**config.mk**
```make
export PLATFORM = sky130hd
export DESIGN_NAME = seg7_scan_driver
export DESIGN_NICKNAME = d
export VERILOG_FILES = /design/src/rtl/seg7_scan_driver.sv
export SDC_FILE = /design/constraint.sdc
export NUM_CORES = 1
export LEC_CHECK = 0
export CAP_MARGIN = 20
export CORE_MARGIN = 1
export CORE_UTILIZATION = 30
export DETAILED_ROUTE_END_ITERATION = 10
export PLACE_DENSITY = 0.47
export SYNTH_ARGS = -nofsm -noshare
export SYNTH_HDL_FRONTEND = slang
export SYNTH_SLANG_ARGS = --single-unit
```
**constraint.sdc**
```tcl
create_clock -name clk -period 3.39 [get_ports clk]
set_clock_uncertainty 0.2 [all_clocks]
set_input_delay 0.339 -clock clk [delete_from_list [all_inputs] [get_ports clk]]
set_output_delay 0.339 -clock clk [all_outputs]
set_load 0.005 [all_outputs]
```
**src/rtl/seg7_scan_driver.sv**
```systemverilog
// seg7_scan_driver: time-multiplexed driver for a 4-digit, 7-segment hex display.
// Ports:
//   clk    - system clock, all state on the rising edge
//   reset  - synchronous, active-high
//   value  - 16-bit hex value, nibble i shown on digit i (digit 0 rightmost)
//   dp_in  - per-digit decimal point request, active-high
//   load   - single-cycle strobe capturing value and dp_in
//   en     - display enable; 0 blanks all digits while scanning continues
//   an     - digit anodes, active-low, one-hot-low when lit
//   seg    - segments {g,f,e,d,c,b,a}, active-low
//   dp     - decimal point, active-low
// Optional macro SEG7_LEADING_ZERO_BLANK_EN: blanks leading-zero digits above digit 0
// unless that digit's decimal point is requested.
module seg7_scan_driver #(
   parameter int REFRESH_DIV = 100000
) (
   input  logic        clk,
   input  logic        reset,
   input  logic [15:0] value,
   input  logic [3:0]  dp_in,
   input  logic        load,
   input  logic        en,
   output logic [3:0]  an,
   output logic [6:0]  seg,
   output logic        dp
);
   localparam int CW = $clog2(REFRESH_DIV);
   logic [CW-1:0] cnt;
   logic [1:0]    idx;
   logic [15:0]   shadow;
   logic [3:0]    dp_shadow;
   logic [3:0]    nib;
   logic [6:0]    glyph;
   logic          wrap;
   logic          lit;
   function automatic logic [6:0] decode(input logic [3:0] n);
      case (n)
         4'h0: decode = 7'h40;
         4'h1: decode = 7'h79;
         4'h2: decode = 7'h24;
         4'h3: decode = 7'h30;
         4'h4: decode = 7'h19;
         4'h5: decode = 7'h12;
         4'h6: decode = 7'h02;
         4'h7: decode = 7'h78;
         4'h8: decode = 7'h00;
         4'h9: decode = 7'h10;
         4'hA: decode = 7'h08;
         4'hB: decode = 7'h03;
         4'hC: decode = 7'h46;
         4'hD: decode = 7'h21;
         4'hE: decode = 7'h06;
         default: decode = 7'h0E;
      endcase
   endfunction
   always_comb begin
      nib   = shadow[{idx, 2'b00} +: 4];
      glyph = decode(nib);
      wrap  = cnt == CW'(REFRESH_DIV - 1);
`ifdef SEG7_LEADING_ZERO_BLANK_EN
      // Shifting the shadow down by the digit position leaves nibbles idx..3;
      // all-zero means this digit is a leading zero.
      lit = en && (idx == 2'd0 || dp_shadow[idx] || (shadow >> {idx, 2'b00}) != 16'h0000);
`else
      lit = en;
`endif
   end
   // Outputs use the pre-edge idx/shadow, so a load or digit advance on this
   // edge shows up one cycle later and a slot is never torn.
   always_ff @(posedge clk) begin
      if (reset) begin
         cnt       <= '0;
         idx       <= 2'd0;
         shadow    <= 16'h0000;
         dp_shadow <= 4'h0;
         an        <= 4'hF;
         seg       <= 7'h7F;
         dp        <= 1'b1;
      end else begin
         if (load) begin
            shadow    <= value;
            dp_shadow <= dp_in;
         end
         cnt <= wrap ? '0 : cnt + 1'b1;
         if (wrap) idx <= idx + 2'd1;
         an  <= lit ? ~(4'b0001 << idx) : 4'hF;
         seg <= lit ? glyph : 7'h7F;
         dp  <= lit ? ~dp_shadow[idx] : 1'b1;
      end
   end
endmodule

```
# After elaboration in Yosys (flattened, before gate mapping)

Memories as Yosys holds them, arrays and structs flattened. A register that Yosys moved wholly into a read port is not among the register bits.
Cells that the tools add are included.

Memories kept: 1
Bits in read-only memories: 112
Output and inout bits: 12
Bits in registers: 44
Word-level logic and storage cells: 20

Eq/ne operators: 1
Add/subtract/negate cells: 2
Mux-type cells: 2
Bitwise gates (word level): 3
Shifts and indexed selects: 2
Reductions and logical operators: 2
Order comparisons: 1

Memories:

| name            | words | width | rd ports | clocked after memory_dff | write ports | line | RTL |
|---|---|---|---|---|---|---|---|
| (no name shown) | 16    | 7     | 1        | 1                        | 0           | 37   | `case (n)` |

Operators by type and width:

| cell                                                                 | count |
|---|---|
| 17-bit by 1-bit adder with 17-bit output, second input constant      | 1 |
| 17-bit equality test, second input constant                          | 1 |
| 16-bit by 5-bit indexed part select with 4-bit output                | 1 |
| 4-bit inverter                                                       | 1 |
| 2-bit OR reduction                                                   | 2 |
| 1-bit by 2-bit left shift with 4-bit output, first input constant    | 1 |
| 2-bit by 3-bit < comparator with 1-bit output, second input constant | 1 |
| 2-bit by 1-bit adder with 2-bit output, second input constant        | 1 |
| 1-bit binary-select mux with 2-bit select                            | 1 |
| 1-bit inverter                                                       | 2 |
| 1-bit two-way mux                                                    | 1 |

# Logic depth before layout (Yosys ltp)

Gate-level depths: netlist of run 1.

Depth after elaboration: 3
Gate-level depth with buffers: 8
Depth with buffers taken out: 7

# Worst setup path before layout of run 1

OpenSTA, ideal clock, no wires.

Path kind: flip-flop to flip-flop
Start point: register idx[0]
End point: register seg[5]
Arrival time: 1.772 ns
Required time: 3.045 ns
Slack: 1.274 ns
Stages on the path, launching flop included: 7
Cell sequence: dfxtp_1 buf_6 mux4_1 ha_1 and2b_2 a21oi_1 o221ai_1

Word-level cells in the longest chain between the ends: 1

RTL lines:

| what                                                  | line | RTL |
|---|---|---|
| start: declaration                                    | 29   | `logic [1:0] idx;` |
| start signal: assignment                              | 85   | `if (wrap) idx <= idx + 2'd1;` |
| 16-bit by 5-bit indexed part select with 4-bit output | 57   | `nib = shadow[{idx, 2'b00} +: 4];` |
| end: declaration                                      | 24   | `output logic [6:0] seg,` |

Every way passes these cells.
A chain may end at the register's enable or synchronous reset.

# Final worst setup path of run 1

Start point: register idx[0]
End point: register seg[1]

The elaborated chain is that of the path after synthesis.

==> results.yml, run 1 <==
sta:
  rsz0062_at_grt: "no"
  final.setup.tns_ps: 0
  worst_pin_slew_ps: 520
  slew_violations: 0
  min_period_over_period_pct: 71.1
  min_period_ps: 2410
  setup_violations: 0
  fin_ws_ps: 978
  clock.fmax_ghz: 0.415
  hold_viol_final: 0
  relSlewSlack_pct: 65.4
min_path:
  min-delay-start: "cnt[0]$_SDFF_PP0_"
  min_path_cells: 1
  holdPathEnd: "cnt[0]$_SDFF_PP0_"
  hold_class: "flip-flop to flip-flop"
global_routing:
  use_met3_pct: 3.32
  grt_max_degree: 21
  use_met1_pct: 18.3
  grt_most_used_layer: "met1"
  grt_overflow: 0
  grt_pass1_wl_um: 7670
  grt_util_met2_pct: 18.3
  grt_pass1_vias: 1557
  track_usage_pct: 12.7
  antenna_found_initial: 0
clocking:
  cts_buffer_depth: 2
  clockRootBuffer: "clkbuf_8"
  cts_buffers: 5
  clock_latency_ps: 290
  postCtsSetupBuffers: 0
  htreeDepth: 2
  clock_sinks: 51
  cts_tree: "done"
  ctsResizeCount: 0
  holdBufCountCts: 0
  cts.clk_slew.worst_paths_ps: 90
die:
  io_pins: 36
  core_um2: 7290
  die_w_um: 89.0
  row_count: 31
  dieHeight_um: 89.0
  die_area_um2: 7920
  initial_core_util_pct: 31.1
worst_setup_path:
  r2r_start: "idx[0]$_SDFFE_PP0N_"
  rr_worst_depth: 5
  worst_ep_required_time_ps: 3370
  slowest_stage: "mux4_1"
  max_stage_delay_ps: 740
  cp_max_fo: 9
  crit_arrival_ps: 2400
  reg2reg_slack_ps: 980
  start_kind: "flip-flop"
  crit_chain: "mux4_1 -> inv_1 -> ha_1 -> o211ai_1 -> o211ai_1"
  end_kind: "flip-flop"
  r2r-end: "seg[1]$_SDFF_PP1_"
  worstSetupPathType: "flip-flop to flip-flop"
  crit_top_cell: "o211ai_1"
finish:
  fin_cells: 357
  drive_gt1_share_pct: 5.43
  syn_to_final_growth_pct: 22.2
  antenna_cells: 0
  nets: 292
power_and_ir_drop:
  ir_drop_uv: 142
  power_density_nw_per_um2: 407
  p_leak_nw: 1.07
yosys:
  yosys_most_used_dff: "dfxtp_1"
  synth-edff-count: 0
  synth_warnings: 0
  ys_seq_area_share_pct: 45.0
  synth.avg_cell_area_um2: 10.1
  syn-num-nets: 259
  synth_cells: 224
  synth_top_cell_by_area: "dfxtp_1"
  ys_types: 37
  synth.most_common_cell: "dfxtp_1"
  syn_area_um2: 2270
  synth_top_area_share_pct: 45.0
  ys_ff_latch: 51
  synth_common_cells: "dfxtp_1, nor2_1, mux2i_1, ha_1, nand2_1"
  yosys-top-cells-area: "dfxtp_1, mux2i_1, ha_1"
  synthArstFlopShare_pct: 0
route:
  drtAntennaViolNets: 0
  drt_iter0_drc: 68
  via_per_inst: 4.60
  wl_um: 4420
  dr.pass1.iters: 6
  vias: 1643
  drc: 0
  wl_per_cell_um: 12.4
placement:
  numPlacedInstances: 349
  place_hpwl_um: 3200
  pre_cts_ws_ps: 981
  numPortBuffers: 35
  gp_congestion: 0.776
status:
  status: "complete, no violations"
run:
  maxCapViolCount: 0
[registers in the layout (all words and copies together), names as in the netlist]
register / flops
an: 4
shadow: 16
cnt: 17
idx: 2
dp_shadow: 4
seg: 7
dp: 1
[worst max-delay path by stage]
stage / start / end / slack, ps / cells after the start
after floorplan: idx[0]$_SDFFE_PP0N_ / seg[5]$_SDFF_PP1_ / 1270 / 6
after global placement: idx[0]$_SDFFE_PP0N_ / seg[6]$_SDFF_PP1_ / 1060 / 5
after detailed placement: idx[0]$_SDFFE_PP0N_ / seg[1]$_SDFF_PP1_ / 980 / 5
after CTS: idx[0]$_SDFFE_PP0N_ / seg[1]$_SDFF_PP1_ / 960 / 5
after global routing: idx[0]$_SDFFE_PP0N_ / seg[1]$_SDFF_PP1_ / 760 / 5
final: idx[0]$_SDFFE_PP0N_ / seg[1]$_SDFF_PP1_ / 980 / 5
[metrics by stage]
| step | power (mW) | hold WS [ps] | util [%] | cell area [µm²] |
|---|---|---|---|---|
| after floorplan | 0.713 | 213 | - | 2270 |
| after global placement | 0.769 | 229 | 36.7 | 2670 |
| after detailed placement | 0.770 | 234 | 36.7 | 2670 |
| after CTS | 1.15 | 253 | 38.0 | 2770 |
| after global routing | 1.19 | 288 | 38.0 | 2770 |
| final | 1.13 | 249 | 38.0 | 2770 |
[metal layers]
metal	up-vias	wire [µm]
li1	846	-
met5	-	0
met1	756	2350
met2	39	1840
met3	2	187
met4	0	37
[worst max-delay path, delay by kind of cell (launching register included)]
kind | cells | cell delay, ps
mux | 1 | 740
flops | 1 | 620
compound gates | 2 | 300
fa+ha+maj | 1 | 270
buf+inv | 1 | 170
[cells by family (layout without fill, tap and decap cells)]
| group | count (synthesis) | count (layout) | share of synthesized area, % |
|---|---|---|---|
| flip-flops | 51 | 51 | 45.0 |
| AND/OR/NAND/NOR | 80 | 80 | 17.4 |
| XOR/XNOR | 11 | 11 | 4.25 |
| AO/OA/AOI/OAI | 24 | 24 | 6.72 |
| buffers and inverters | 20 | 54 | 5.40 |
| adder cells (fa/ha/maj) | 11 | 11 | 6.06 |
| multiplexers | 27 | 27 | 15.2 |
[placed cells by master, fill, tap and decap left out]
master,count
nand3_1,4
a31oi_1,1
or3_1,3
and2b_2,1
ha_1,11
nor4b_1,1
mux4_1,3
mux2i_1,22
and3_1,3
nor4_1,1
o21ai_1,1
buf_4,3
nor2b_1,2
and4_1,3
mux4_2,2
xnor2_1,2
or2_4,1
nor2_1,36
a211oi_1,1
o221ai_1,4
clkbuf_1,1
o31ai_1,2
o211ai_1,2
and2_1,1
nand4_1,7
clkdlybuf4s50_1,35
nand2_1,11
inv_1,8
xor2_1,9
or4_1,2
o21ai_0,3
o2bb2ai_1,1
clkbuf_8,7
nand2b_1,2
a21oi_1,9
or2_1,2
dfxtp_1,51
[cell type report]
cell class / instances / area (µm²)
clock buffers: 8 / 100
fillers: 783 / 4520
inverters: 8 / 30.0
multi-input cells: 153 / 1130
flip-flops and latches: 51 / 1020
well taps: 99 / 124
repair buffers: 38 / 373
[report_power, final]
group | internal, mW | total (mW) | switching, mW | leakage, nW
sequential | 0.622 | 0.634 | 0.0113 | 0.418
clock | 0.187 | 0.375 | 0.188 | 0.0515
combinational | 0.0686 | 0.121 | 0.0522 | 0.604
Power figures use the tool's default switching activity.
==> run 2: changes to the inputs <==
--- a/config.mk
+++ b/config.mk
@@ -9,7 +9,7 @@
 export CORE_MARGIN = 1
 export CORE_UTILIZATION = 30
 export DETAILED_ROUTE_END_ITERATION = 10
-export PLACE_DENSITY = 0.47
+export PLACE_DENSITY = 0.48
 export SYNTH_ARGS = -nofsm -noshare
 export SYNTH_HDL_FRONTEND = slang
 export SYNTH_SLANG_ARGS = --single-unit
==> constraint.sdc (replaced) <==
create_clock -name clk -period 2.2 [get_ports clk]
set_clock_uncertainty 0.2 [all_clocks]
set_input_delay 0.22 -clock clk [delete_from_list [all_inputs] [get_ports clk]]
set_output_delay 0.22 -clock clk [all_outputs]
set_load 0.005 [all_outputs]
==> run 2 against run 1 <==
Net effect:
- register-to-register slack got worse by 800 ps
- combinational power up 61%
- core utilization rose by 0.84 points
- total power increased by 54%
- clock power rose by 52%
- sequential share of layout area down 0.75 points
- wire length decreased by 1.2%
- final cell count grew 2.0%
- largest cell class unchanged
- highest routed layer unchanged
==> results.yml, run 2 (synthesized netlist as in run 1, its figures left out) <==
status:
  status: "complete, no violations"
route:
  drc: 0
  wl_um: 4360
  drt_iter0_drc: 59
  via_per_inst: 4.51
  dr.pass1.iters: 4
  vias: 1641
  wl_per_cell_um: 12.0
  drtAntennaViolNets: 0
placement:
  numPlacedInstances: 356
  gp_congestion: 0.817
  place_area_um2: 2740
  place_hpwl_um: 3170
  pre_cts_ws_ps: 103
  numPortBuffers: 35
min_path:
  hold_class: "flip-flop to flip-flop"
finish:
  fin_util_pct: 38.9
  syn_to_final_growth_pct: 24.9
  nets: 299
  design_area_um2: 2840
  seq_area_um2: 1020
  antenna_cells: 0
  drive_gt1_share_pct: 9.06
  reg.largest.list: "cnt (17), shadow (16), seg (7)"
  final_common_cell: "dfxtp_1"
  fillCellCount: 786
  fin_cells: 364
  top_register: "cnt"
  largest_register_ffs: 17
  multi_input_area_um2: 1120
  mostFrequentLayoutCells: "dfxtp_1, nor2_1, clkdlybuf4s50_1"
worst_setup_path:
  max_stage_delay_ps: 610
  worstSetupPathType: "flip-flop to flip-flop"
  cp_max_fo: 4
  crit_arrival_ps: 2010
  end_kind: "flip-flop"
  crit_chain: "mux4_1 -> ha_1 -> and2b_2 -> a21oi_1 -> o221ai_1"
  cp_top_family: "multiplexers"
  worst_ep_required_time_ps: 2190
  start_kind: "flip-flop"
  slowest_stage: "mux4_1"
  critical_path_buf_inv_count: 0
clocking:
  holdBufCountCts: 0
  cts_tree: "done"
  cts.clk_slew.worst_paths_ps: 90
  clock_latency_ps: 310
  postCtsSetupBuffers: 0
  clockRootBuffer: "clkbuf_8"
  ctsResizeCount: 0
  cts_buffer_depth: 2
  htreeDepth: 2
  clock_sinks: 51
  cts_buffers: 5
power_and_ir_drop:
  netSwitchingFraction_pct: 23.6
  comb_power_share_pct: 11.2
  clockPowerShare_pct: 32.7
  net-switching-power_uw: 410
  power_mw: 1.74
  p_seq_share_pct: 56.1
  power_density_nw_per_um2: 613
  p_leak_nw: 1.11
  p_int_mw: 1.33
  ir_drop_uv: 229
sta:
  final.setup.tns_ps: 0
  setup_violations: 0
  worst_pin_slew_ps: 347
  min_period_over_period_pct: 91.7
  relSlewSlack_pct: 76.9
  rsz0062_at_grt: "no"
  min_period_ps: 2020
  clock.fmax_ghz: 0.496
  slew_violations: 0
  fin_ws_ps: 183
  hold_slack_ps: 245
  hold_viol_final: 0
die:
  io_pins: 36
  core_um2: 7290
  row_count: 31
  initial_core_util_pct: 31.1
  die_area_um2: 7920
  die_w_um: 89.0
  dieHeight_um: 89.0
global_routing:
  track_usage_pct: 12.2
  grt_max_degree: 21
  grt_pass1_wl_um: 7340
  antenna_found_initial: 0
  grt_overflow: 0
  grt_pass1_vias: 1456
run:
  maxCapViolCount: 0
-- run 2: cell count changes in the layout (fill, tap and decap cells not counted), sizes merged --
cell / previous run / this run
clkinv: 0 / 1
buf: 3 / 10
clkbuf: 8 / 6
clkinvlp: 0 / 1
-- run 2: routing by layer --
metal | wire length [µm] | share of wire [%] | GRT usage [%]
met1 | 2350 | 54 | 18.0
met2 | 1780 | 41 | 16.6
met3 | 160 | 3.7 | 3.42
met4 | 74 | 1.7 | 4.33
met5 | 0 | 0 | 0
-- run 2: power groups by stage --
stage | clock, mW | sequential [mW] | combinational, mW
3_5_place_dp | 0 | 0.997 | 0.197
3_3_place_gp | 0 | 0.998 | 0.196
4_1_cts | 0.604 | 0.976 | 0.197
6_report | 0.569 | 0.975 | 0.195
5_1_grt | 0.629 | 0.980 | 0.215
2_1_floorplan | 0 | 0.994 | 0.105
-- run 2: worst paths after layout --
| kind | endpoint | slack (ps) | startpoint | depth (start not counted) |
|---|---|---|---|---|
| worst max register to register | seg[6]$_SDFF_PP1_ | 180 | idx[0]$_SDFFE_PP0N_ | 5 |
| worst min-delay path | cnt[0]$_SDFF_PP0_ | 240 | cnt[0]$_SDFF_PP0_ | 1 |
| worst min register to register | cnt[0]$_SDFF_PP0_ | 240 | cnt[0]$_SDFF_PP0_ | 1 |
| worst max-delay path | seg[6]$_SDFF_PP1_ | 180 | idx[0]$_SDFFE_PP0N_ | 5 |
-- run 2: cell type report --
type	instances	share of cell area, %
timing repair buffer	45	15.4
tap	99	4.37
clock inverter	2	0.574
inverter	8	1.06
multi-input combinational	153	39.6
sequential	51	36.1
clock buffer	6	2.91
==> run 3: changes to the inputs <==
--- a/config.mk
+++ b/config.mk
@@ -10,6 +10,7 @@
 export CORE_UTILIZATION = 30
 export DETAILED_ROUTE_END_ITERATION = 10
 export PLACE_DENSITY = 0.48
+export SETUP_SLACK_MARGIN = 0.02
 export SYNTH_ARGS = -nofsm -noshare
 export SYNTH_HDL_FRONTEND = slang
 export SYNTH_SLANG_ARGS = --single-unit
==> results of run 3 <==
Same layout as run 2: the final DEF is identical, and so are final timing and power.
